<file path="src/rtl/tx_fifo_pkg.sv">
`default_nettype none
// ----------------------------------------------------------------------------
// Package   : tx_fifo_pkg
// Purpose   : Default geometry and shared types for the transmit FIFO.
// Revision  : 1.0 - initial release
// ----------------------------------------------------------------------------
package tx_fifo_pkg;

  localparam int TX_DATA_W = 8;
  localparam int TX_DEPTH  = 8;
  localparam int PTR_W     = $clog2(TX_DEPTH);
  localparam int CNT_W     = PTR_W + 1;

  typedef logic [PTR_W-1:0]     ptr_t;
  typedef logic [CNT_W-1:0]     cnt_t;
  typedef logic [TX_DATA_W-1:0] data_t;

endpackage : tx_fifo_pkg
`default_nettype wire

</file>
<file path="src/rtl/tx_fifo_ram.sv">
`default_nettype none
// ----------------------------------------------------------------------------
// Module    : tx_fifo_ram
// Purpose   : DEPTH x DATA_W register file with one synchronous write port and
//             one asynchronous read port. The array is not reset.
// Revision  : 1.0 - initial release
// ----------------------------------------------------------------------------
module tx_fifo_ram
  import tx_fifo_pkg::*;
#(
  parameter  int DATA_W = TX_DATA_W,
  parameter  int DEPTH  = TX_DEPTH,
  localparam int AW     = $clog2(DEPTH)
) (
  input  logic              clk,
  input  logic              we_i,
  input  logic [AW-1:0]     waddr_i,
  input  logic [DATA_W-1:0] wdata_i,
  input  logic [AW-1:0]     raddr_i,
  output logic [DATA_W-1:0] rdata_o
);

  logic [DATA_W-1:0] mem_q [DEPTH];

  // Write port: store the word on the clock edge when the push is accepted
  always_ff @(posedge clk) begin
    if (we_i) begin
      mem_q[waddr_i] <= wdata_i;
    end
  end

  assign rdata_o = mem_q[raddr_i];

endmodule : tx_fifo_ram
`default_nettype wire

</file>
<file path="src/rtl/tx_fifo.sv">
`default_nettype none
// ----------------------------------------------------------------------------
// Module    : tx_fifo
// Purpose   : Single-clock first-word-fall-through transmit FIFO. Holds the
//             read/write pointers, fill count, flags and optional error flag;
//             storage lives in tx_fifo_ram.
// Macros    : TX_FIFO_ERR_EN - when defined, ovf_err is a sticky flag set by a
//             dropped push or an ignored pop; otherwise ovf_err is tied low.
// Revision  : 1.0 - initial release
// ----------------------------------------------------------------------------
module tx_fifo
  import tx_fifo_pkg::*;
#(
  parameter  int DATA_W = TX_DATA_W,
  parameter  int DEPTH  = TX_DEPTH,
  localparam int AW     = $clog2(DEPTH),
  localparam int CW     = AW + 1
) (
  input  logic              clk,
  input  logic              rst,
  input  logic              w_enable,
  input  logic [DATA_W-1:0] w_data,
  input  logic              r_enable,
  output logic [DATA_W-1:0] r_data,
  output logic              empty,
  output logic              full,
  output logic [CW-1:0]     count,
  output logic              ovf_err
);

  logic [AW-1:0]     wr_ptr_q, wr_ptr_d;
  logic [AW-1:0]     rd_ptr_q, rd_ptr_d;
  logic [CW-1:0]     count_q,  count_d;
  logic              w_push;
  logic              w_pop;
  logic [DATA_W-1:0] w_ram_rdata;

  // Flags depend only on the registered count, never on this cycle's inputs
  assign empty = (count_q == '0);
  assign full  = (count_q == CW'(DEPTH));
  assign count = count_q;

  // A full FIFO still takes a push when a pop frees the slot on the same edge
  assign w_push = w_enable && (!full || r_enable);
  assign w_pop  = r_enable && !empty;

  // Next-state pointers and fill level; pointers wrap by natural overflow
  always_comb begin
    wr_ptr_d = wr_ptr_q;
    rd_ptr_d = rd_ptr_q;
    count_d  = count_q;
    if (w_push) begin
      wr_ptr_d = wr_ptr_q + 1'b1;
    end
    if (w_pop) begin
      rd_ptr_d = rd_ptr_q + 1'b1;
    end
    case ({w_push, w_pop})
      2'b10:   count_d = count_q + 1'b1;
      2'b01:   count_d = count_q - 1'b1;
      default: count_d = count_q;
    endcase
  end

  // Pointer and count registers, cleared asynchronously
  always_ff @(posedge clk or posedge rst) begin
    if (rst) begin
      wr_ptr_q <= '0;
      rd_ptr_q <= '0;
      count_q  <= '0;
    end else begin
      wr_ptr_q <= wr_ptr_d;
      rd_ptr_q <= rd_ptr_d;
      count_q  <= count_d;
    end
  end

  tx_fifo_ram #(
    .DATA_W (DATA_W),
    .DEPTH  (DEPTH)
  ) u_ram (
    .clk     (clk),
    .we_i    (w_push),
    .waddr_i (wr_ptr_q),
    .wdata_i (w_data),
    .raddr_i (rd_ptr_q),
    .rdata_o (w_ram_rdata)
  );

  // Head word is forced to zero while empty so stale storage never leaks out
  assign r_data = empty ? '0 : w_ram_rdata;

`ifdef TX_FIFO_ERR_EN
  logic ovf_err_q, ovf_err_d;
  logic w_err_evt;

  // A push dropped on a full FIFO or any pop attempted while empty
  assign w_err_evt = (w_enable && full && !r_enable) || (r_enable && empty);
  assign ovf_err_d = ovf_err_q | w_err_evt;

  // Sticky error flag, only cleared by reset
  always_ff @(posedge clk or posedge rst) begin
    if (rst) begin
      ovf_err_q <= 1'b0;
    end else begin
      ovf_err_q <= ovf_err_d;
    end
  end

  assign ovf_err = ovf_err_q;
`else
  assign ovf_err = 1'b0;
`endif

endmodule : tx_fifo
`default_nettype wire

</file>
<file path="config.mk">
export PLATFORM = sky130hd
export DESIGN_NAME = tx_fifo
export DESIGN_NICKNAME = d
export VERILOG_FILES = /design/src/rtl/tx_fifo_pkg.sv /design/src/rtl/tx_fifo_ram.sv /design/src/rtl/tx_fifo.sv
export SDC_FILE = /design/constraint.sdc
export NUM_CORES = 1
export LEC_CHECK = 0
export CAP_MARGIN = 5
export CORE_UTILIZATION = 39
export CTS_CLUSTER_DIAMETER = 200
export DETAILED_ROUTE_END_ITERATION = 16
export PLACE_DENSITY = 0.6
export SKIP_CTS_REPAIR_TIMING = 1
export SLEW_MARGIN = 40
export SYNTH_ARGS = -nofsm -noshare
export SYNTH_HDL_FRONTEND = slang
export SYNTH_HIERARCHICAL = 1
export SYNTH_SLANG_ARGS = --single-unit
</file>
<file path="constraint.sdc">
create_clock -name clk -period 3.5 [get_ports clk]
set_clock_uncertainty 0.1 [all_clocks]
set_input_delay 0.875 -clock clk [delete_from_list [all_inputs] [get_ports clk]]
set_output_delay 0.875 -clock clk [all_outputs]
set_load 0.01 [all_outputs]
</file>
==> flow_summary.toml <==
[run_status]
status = "complete, no violations"

[timing]
drv_slew = 0
setup_ws_ns = 0.141
final.setup.tns_ns = 0
period_share_pct = 96.0
worst_pin_slew_ns = 0.546
period_minus_slack_ns = 3.36
setup_viol = 0
report.final.hold_viol_count = 0
rsz0062_at_grt = "no"
maxClockFrequency_mhz = 298
timing.hold.ws_ns = 0.394
slew_headroom_pct = 63.6

[drt]
postRouteAntennaNets = 0
route.detailed.wl_per_inst_um = 18.2
routed_via_density = 5.20
first_iter_violations = 94
vias = 1679
routed_wl_mm = 5.88
drc = 0
drt_pass1_iterations = 4

[flow_run]
maxCapViolCount = 0

[floorplan]
start_util_pct = 40.8
dieArea_um2 = 8590
core_area_um2 = 7850
die_w_um = 92.7
rows = 32
die_y_um = 92.7
boundaryPins = 27

[finish]
drive_above_1_share_pct = 21.7
multi_input_area_um2 = 952
area_growth_pct = 19.4
antenna_cells = 0
fin_nets = 234
sequential_cell_area_um2 = 2170
fillerInstances = 686

[clocking]
clockRootBuffer = "clkbuf_8"
path_clk_slew_ns = 0.07
clock-sinks = 74
clock_path_buffers = 2
clk_latency_ns = 0.34
numCtsBuffers = 9
cts_tree = "built"
cts_max_level = 3

[synth]
yosysSeqAreaShare_pct = 67.8
synth_top_area_share_pct = 60.0
ys_top_cells_by_area = "edfxtp_1 (60%), mux4_1 (12%), dfrtp_1 (7.8%), mux2_2 (3.5%), ha_1 (2.0%)"
avgSynthCellArea_um2 = 18.7
synth_warnings = 6
synth_area_um2 = 3210
ys_seq_elements = 74
netlist_instances = 171
synth_top_cell_by_area = "edfxtp_1"
synth.distinct_cells = 36
syn_nets = 189

[power]
p_leak_nw = 1.37
peakVddDrop_v = 0.000359
finalPower_w = 0.00303
p_per_area_nw_per_um2 = 792

[worst_setup_path]
path_cells = "buf_4, mux4_1, mux2_2, nor2b_1, clkdlybuf4s50_1"
critPathMaxStageDelay_ns = 0.59
cp-start-kind = "register"
crit_path_end_kind = "output port"
critPathRequiredTime_ns = 2.52
slowest_stage = "mux4_1"
crit_arrival_ns = 2.38
path_max_fanout = 10
reg2regPathDepth = 7
worst-setup-path-type = "reg -> out"

[global_routing]
grt_usage_pct = 15.5
grt_pass1_wl_mm = 9.34
grt_start_max_net_pins = 14
gr-total-overflow = 0
grt_pass1_vias = 1735
antenna_found_initial = 0

[placed_design]
post-place-ws_ns = 0.141
numPortBuffers = 25
gp_congestion = 0.891
hpwlAfterDp_mm = 3.87

[min_path]
whs_path_depth = 1
hold_path_class = "reg -> reg"
## layout make-up
class,instances,share of cell area (%)
timing repair buffer,42,9.88
clock buffer,10,3.34
multi-input combinational,82,24.9
inverter,7,0.687
tap,102,3.34
sequential,74,56.8
clock inverter,6,1.11
## cell usage after synthesis (all sizes together)
cell type	number
edfxtp	64
mux4	16
mux2	11
dfrtp	10
nor2b	9
nor2	8
buf	7
inv	7
ha	5
nand2	4
nand2b	3
xnor2	3
xor2	3
a21oi	2
nor3	2
nor3b	2
o211ai	2
o21ai	2
or4b	2
a2111o	1
clkbuf	1
conb	1
fa	1
mux2i	1
nand3	1
nand4	1
nor4	1
o311ai	1
## power by group
part | total, W | leakage [nW] | internal (W) | switching [W]
Sequential | 0.00126 | 0.699 | 0.00113 | 0.000124
Combinational | 0.00120 | 0.585 | 0.000685 | 0.000514
Clock | 0.000576 | 0.0827 | 0.000258 | 0.000318
Total | 0.00303 | 1.37 | 0.00208 | 0.000955
## state kept, by name, summed over array words and instances (netlist names)
signal	cells
wr_ptr_q	3
count	4
rd_ptr_q	3
u_ram/mem_q	64
## cell families (layout without fill, tap and decap cells)
group	count (synthesis)	count (layout)	synth area share (%)
AO/OA/AOI/OAI	8	8	2.07
XOR/XNOR	6	6	1.64
adder cells (fa/ha/maj)	6	6	2.58
buffers and inverters	15	65	2.73
flip-flops	74	74	67.8
multiplexers	28	28	17.3
other	1	1	0.117
AND/OR/NAND/NOR	33	33	5.82
## worst paths after layout
check                                              from                 endpoint  slack, ns
min in group asynchronous                           rst  rd_ptr_q[1]$_DFFE_PP0P_       0.72
worst max register to register     count[0]$_DFFE_PP0P_     count[3]$_DFFE_PP0P_       0.50
worst min-delay path            wr_ptr_q[2]$_DFFE_PP0P_  wr_ptr_q[2]$_DFFE_PP0P_       0.39
worst max-delay path            rd_ptr_q[0]$_DFFE_PP0P_                r_data[6]       0.14
worst min register to register  wr_ptr_q[2]$_DFFE_PP0P_  wr_ptr_q[2]$_DFFE_PP0P_       0.39
max in group asynchronous                           rst  wr_ptr_q[1]$_DFFE_PP0P_       2.29
## through the flow
step / std cells / util [%] / instance area, um2
global placement: 307 / 46.6 / 3660
CTS: 323 / 48.8 / 3830
finish: 323 / 48.8 / 3830
global route: 323 / 48.8 / 3830
detailed placement: 307 / 46.6 / 3660
floorplan: 171 / - / 3210
## layer usage
metal  global-route usage, %  up-vias  part of all wire, %
met5                       0        -                    0
met3                    3.04       13                  2.8
met4                    8.46        0                  2.4
li1                        -      766                    -
met2                    24.7       31                   49
met1                    20.0      869                   45
## critical path: cells and delay by family (launching register included)
family / cells / cell delay [ns]
muxes: 2 / 0.87
buffers and inverters: 2 / 0.69
DFF: 1 / 0.35
and+or+nand+nor: 1 / 0.12
## layout by cell type (no fill, tap or decap), types with 2 or more instances in the layout
cell type,netlist,layout
nor2b_1,9,9
nand2_1,4,4
clkinv_2,0,2
nor3b_1,2,2
mux2_2,10,10
dfrtp_1,10,10
ha_1,5,5
o211ai_1,2,2
xnor2_1,3,3
a21oi_1,2,2
nor3_1,2,2
nor2_1,8,8
clkbuf_8,0,9
clkinvlp_4,0,2
nand2b_1,3,3
mux4_1,15,15
clkdlybuf4s50_1,0,25
xor2_1,3,3
inv_1,7,7
edfxtp_1,64,64
buf_4,1,17
No activity file was read; power rests on OpenSTA's default activity.
